## config.mk

```make
export PLATFORM = sky130hd
export DESIGN_NAME = load_store_unit
export DESIGN_NICKNAME = d
export VERILOG_FILES = /design/src/rtl/small_lang_mem_pkg.sv /design/src/rtl/load_store_unit.sv
export SDC_FILE = /design/constraint.sdc
export NUM_CORES = 1
export LEC_CHECK = 0
export CORE_ASPECT_RATIO = 0.75
export CORE_MARGIN = 4
export CORE_UTILIZATION = 54
export DETAILED_ROUTE_END_ITERATION = 10
export PLACE_DENSITY_LB_ADDON = 0.15
export REMOVE_ABC_BUFFERS = 1
export SLEW_MARGIN = 20
export SYNTH_ARGS = -nofsm -noshare
export SYNTH_HDL_FRONTEND = slang
export SYNTH_SLANG_ARGS = --single-unit
```

## constraint.sdc

```tcl
create_clock -name clk -period 5.6 [get_ports clk]
set_clock_uncertainty 0.05 [all_clocks]
set_input_delay 0.56 -clock clk [delete_from_list [all_inputs] [get_ports clk]]
set_output_delay 0.56 -clock clk [all_outputs]
set_load 0.02 [all_outputs]
```

## src/rtl/small_lang_mem_pkg.sv

```systemverilog
// Shared types and sizing for the load/store path: op and FSM encodings, word/address widths.
package small_lang_mem_pkg;

   localparam int DATA_W    = 16;
   localparam int ADDR_W    = 16;
   localparam int MEM_WORDS = 512;

   typedef enum logic [1:0] {
      OP_LOAD  = 2'd0,
      OP_STORE = 2'd1,
      OP_SWAP  = 2'd2,
      OP_ADD   = 2'd3
   } mem_op_t;

   typedef enum logic [1:0] {
      ST_IDLE  = 2'd0,
      ST_READ  = 2'd1,
      ST_WRITE = 2'd2,
      ST_RESP  = 2'd3
   } lsu_state_t;

endpackage

```

## src/rtl/load_store_unit.sv

```systemverilog
// Memory-access stage with atomic SWAP/ADD; response 1 (error), 2 (LOAD/STORE) or 3 (SWAP/ADD) cycles after handshake.
// One request in flight: req_ready only in IDLE; responses are a one-cycle strobe with no backpressure.
module load_store_unit
   import small_lang_mem_pkg::*;
#(
   parameter int MEM_WORDS = small_lang_mem_pkg::MEM_WORDS,
   parameter int DATA_W    = small_lang_mem_pkg::DATA_W,
   parameter int ADDR_W    = small_lang_mem_pkg::ADDR_W
) (
   input  logic              clk,
   input  logic              rst,
   input  logic              req_valid,
   output logic              req_ready,
   input  logic [1:0]        req_op,
   input  logic [ADDR_W-1:0] req_addr,
   input  logic [DATA_W-1:0] req_wdata,
   output logic              resp_valid,
   output logic [DATA_W-1:0] resp_rdata,
   output logic              resp_error,
   output logic              mem_ctl_write_enable,
   output logic [ADDR_W-1:0] mem_addr,
   output logic [DATA_W-1:0] mem_wdata,
   input  logic [DATA_W-1:0] mem_rdata
);

   typedef struct packed {
      mem_op_t           op;
      logic [ADDR_W-1:0] addr;
      logic [DATA_W-1:0] wdata;
   } lsu_req_t;

   localparam logic [ADDR_W:0] ADDR_LIMIT = (ADDR_W+1)'(MEM_WORDS);

   lsu_state_t        state;
   lsu_req_t          req_q;
   logic [DATA_W-1:0] rdata_q;
   logic              out_of_range;
   logic              req_hs;

   assign out_of_range = ({1'b0, req_addr} >= ADDR_LIMIT);
   assign req_hs       = req_valid && req_ready;

   // Gated by rst so a reset landing in WRITE never reaches the falling-edge memory.
   assign mem_ctl_write_enable = (state == ST_WRITE) && !rst;
   assign req_ready            = (state == ST_IDLE) && !rst;

   always_ff @(posedge clk) begin
      if (rst) begin
         state      <= ST_IDLE;
         req_q      <= '0;
         rdata_q    <= '0;
         resp_valid <= 1'b0;
         resp_error <= 1'b0;
         resp_rdata <= '0;
         mem_addr   <= '0;
         mem_wdata  <= '0;
      end else begin
         resp_valid <= 1'b0;
         case (state)
            ST_IDLE: begin
               if (req_hs) begin
                  req_q <= '{op: mem_op_t'(req_op), addr: req_addr, wdata: req_wdata};
                  if (out_of_range) begin
                     state      <= ST_RESP;
                     resp_valid <= 1'b1;
                     resp_error <= 1'b1;
                     resp_rdata <= '0;
                  end else begin
                     mem_addr   <= req_addr;
                     resp_error <= 1'b0;
                     if (mem_op_t'(req_op) == OP_STORE) begin
                        mem_wdata <= req_wdata;
                        state     <= ST_WRITE;
                     end else begin
                        state <= ST_READ;
                     end
                  end
               end
            end
            ST_READ: begin
               rdata_q <= mem_rdata;
               if (req_q.op == OP_LOAD) begin
                  state      <= ST_RESP;
                  resp_valid <= 1'b1;
                  resp_rdata <= mem_rdata;
               end else begin
                  state <= ST_WRITE;
                  // Sum formed from the word arriving now, i.e. the same value landing in rdata_q.
                  if (req_q.op == OP_ADD) begin
                     mem_wdata <= mem_rdata + req_q.wdata;
                  end else begin
                     mem_wdata <= req_q.wdata;
                  end
               end
            end
            ST_WRITE: begin
               state      <= ST_RESP;
               resp_valid <= 1'b1;
               resp_rdata <= (req_q.op == OP_STORE) ? '0 : rdata_q;
            end
            ST_RESP: begin
               state      <= ST_IDLE;
               resp_error <= 1'b0;
               resp_rdata <= '0;
            end
            default: state <= ST_IDLE;
         endcase
      end
   end

endmodule

```

==> impl_metrics.env <==
export IMPL_yosysSeqAreaShare_pct=39.5
export IMPL_start_util_pct=55.3
export IMPL_min_delay_start="resp_rdata[8]"
export IMPL_synth_cell_types=47
export IMPL_start_kind="flop"
export IMPL_rows=28
export IMPL_clockBufferDepth=2
export IMPL_clockRootBuffer="clkbuf_8"
export IMPL_grtUsageTotal_pct=24.1
export IMPL_drive_above_1_share_pct=5.07
export IMPL_drcViolationCount=0
export IMPL_dp_cells=701
export IMPL_port_buffers=104
export IMPL_end_kind="flop"
export IMPL_diodes=0
export IMPL_period_needed_ns=3.40
export IMPL_ant_nets=0
export IMPL_cts_clk_slew_worst_paths_ns=0.09
export IMPL_r2r_start="state[0]"
export IMPL_grt_pass1_vias=3953
export IMPL_grt_pass1_wl_um=18900
export IMPL_grt_ovfl_total=0
export IMPL_fin_util_pct=71.3
export IMPL_fin_cells=717
export IMPL_path_common_cell="and2_1"
export IMPL_area_growth_pct=29.0
export IMPL_critPathLaunch="state[0]"
export IMPL_power_density_nw_per_um2=366
export IMPL_hold_violations=0
export IMPL_outcome="finished, final reports clean"
export IMPL_critPathTopFamily="simple AND/OR/NAND/NOR gates"
export IMPL_setup_viol=0
export IMPL_ctsHoldBuffers=0
export IMPL_cts_tree="yes"
export IMPL_fin_crit_sh_pct=60.6
export IMPL_worst_ir_drop_vdd_v=0.000313
export IMPL_ys_flop_type="dfxtp_1"
export IMPL_max_freq_mhz=295
export IMPL_yosysWarnings=0
export IMPL_dr_first_iter_drc_count=266
export IMPL_cts_made_buffers=9
export IMPL_routedWlPerCell_um=16.0
export IMPL_via_per_inst=5.62
export IMPL_post_cts_buffers=0
export IMPL_grt_start_max_net_pins=81
export IMPL_maxCapViolCount=0
export IMPL_die_h_um=85.8
export IMPL_routed_wirelength_um=11500
export IMPL_max_stage_delay_ns=0.71
export IMPL_min_path_type="reg -> reg"
export IMPL_ctsHtreeMaxLevel=3
export IMPL_ioPinCount=105
export IMPL_post_cts_resize_count=0
export IMPL_crit_arrival_ns=3.61
export IMPL_netlist_area_um2=4360
export IMPL_ys_seq_elements=86
export IMPL_crit_chain="inv_1 > ha_1 > nor2b_1 > and2_1 > and2_1 > a21oi_2 > buf_4 > or2_1 > o31ai_1"
export IMPL_worstMarginPinSlew_ns=0.838
export IMPL_dr_pass1_iters=5
export IMPL_die_w_um=112
export IMPL_slew_violations=0
export IMPL_slowest_stage="and2_1"
export IMPL_tns_ns=0
export IMPL_dp_hpwl_um=8160
export IMPL_globalplace_congestion=0.884
export IMPL_postSynthAreaPerCell_um2=8.35
export IMPL_critical_path_class="reg -> reg"
export IMPL_synthArstFlopShare_pct=0
export IMPL_synth_edff_count=0
export IMPL_cp_buffers_inverters=2
export IMPL_required_ns=5.81
export IMPL_synthCells=522
export IMPL_relSlewSlack_pct=44.1
export IMPL_clk_latency_ns=0.35
export IMPL_vias=4026
export IMPL_grt_setup_unrepaired="no"
export IMPL_antenna_found_initial=0
export IMPL_core_um2=7880
export IMPL_leakage_nw=2.12
export IMPL_cts_sinks=86
export IMPL_num_nets_final=681
export IMPL_critPathMaxFanout=30
export IMPL_dieArea_um2=9580
## flip-flops by register name (all words and copies together), names as in the netlist
name and count:
state 2, resp_error 1, resp_rdata 16, resp_valid 1, mem_addr 16, req_q 18
rdata_q 16, mem_wdata 16
## layer usage
metal | vias up | wire [um] | global-route usage [%]
met4 | 0 | 246 | 8.18
met1 | 1881 | 5090 | 32.0
li1 | 1986 | - | -
met2 | 137 | 5230 | 38.5
met5 | - | 0 | 0
met3 | 22 | 898 | 6.49
## where the power goes
| part | leakage, nW | switching [mW] | total (mW) | internal (mW) |
|---|---|---|---|---|
| registers | 0.698 | 0.0598 | 0.757 | 0.698 |
| logic | 1.32 | 0.506 | 0.847 | 0.341 |
| clock network | 0.0993 | 0.234 | 0.455 | 0.221 |
## worst register-to-register path, cell delays in order, from the launching register on
cell and delay, ns:
dfxtp_1 0.36, inv_1 0.12, ha_1 0.25, nor2b_1 0.25, and2_1 0.71, and2_1 0.63
a21oi_2 0.10, buf_4 0.26, or2_1 0.32, o31ai_1 0.26
## layout by cell type, fill, tap and decap left out, types with 3 or more instances in the layout
cell type / Yosys / layout
a211oi_1: 6 / 6
a211oi_2: 3 / 3
a21o_1: 4 / 4
a21oi_1: 40 / 40
a22o_1: 16 / 16
a311oi_1: 6 / 6
and2_1: 13 / 13
buf_4: 0 / 4
clkbuf_8: 0 / 10
clkdlybuf4s50_1: 0 / 103
dfxtp_1: 86 / 86
ha_1: 20 / 19
inv_1: 3 / 3
mux2i_1: 29 / 29
nand2_1: 78 / 78
nand3_1: 19 / 19
nand3b_1: 21 / 21
nor2_1: 65 / 65
nor2b_1: 9 / 9
nor3_1: 10 / 10
o211ai_1: 3 / 3
o21ai_0: 17 / 17
o31ai_1: 4 / 4
xnor2_1: 7 / 7
xor2_1: 5 / 5
## layout make-up
type / count / area [um2]
well taps: 105 / 131
repair buffers: 108 / 1070
fillers: 661 / 2260
clock buffers: 10 / 138
inverters: 3 / 11.3
flip-flops and latches: 86 / 1720
multi-input cells: 399 / 2480
clock inverters: 6 / 67.6
## per-stage QoR
stage               hold slack [ns]  power, mW  setup slack (ns)  cell area, um2
global placement              0.387       1.58              2.24            5420
CTS                           0.409       2.06              2.17            5620
finish                        0.403       2.06              2.20            5620
floorplan                     0.411       1.33              2.04            4220
global route                  0.423       2.19              1.88            5620
detailed placement            0.395       1.61              2.11            5420
## logic make-up (layout without fill, tap and decap cells)
group           Yosys count  after routing  synth area share (%)
compound gates          112            112                  17.2
fa+ha+maj                21             21                  6.20
mux                      29             29                  6.66
flops                    86             86                  39.5
xor+xnor                 12             12                  2.41
simple gates            225            225                  24.5
buf+inv                  37            127                  3.50
## final timing paths
check	endpoint	depth (start not counted)	slack, ns
min reg2reg	resp_rdata[8]	2	0.40
max reg2reg	mem_wdata[9]	9	2.20
min	resp_rdata[8]	2	0.40
max	mem_wdata[9]	9	2.20
## cell usage after synthesis, drive strengths merged (13+ instances only)
cell | count | area, um2
dfxtp | 86 | 1720
nand2 | 78 | 293
nor2 | 65 | 244
a21oi | 41 | 209
mux2i | 29 | 290
clkbuf | 24 | 90.1
nand3b | 21 | 158
ha | 20 | 250
nand3 | 19 | 95.1
o21ai | 18 | 90.1
a22o | 16 | 140
and2 | 13 | 81.3
Note: power is estimated with default switching activity, not from simulation.
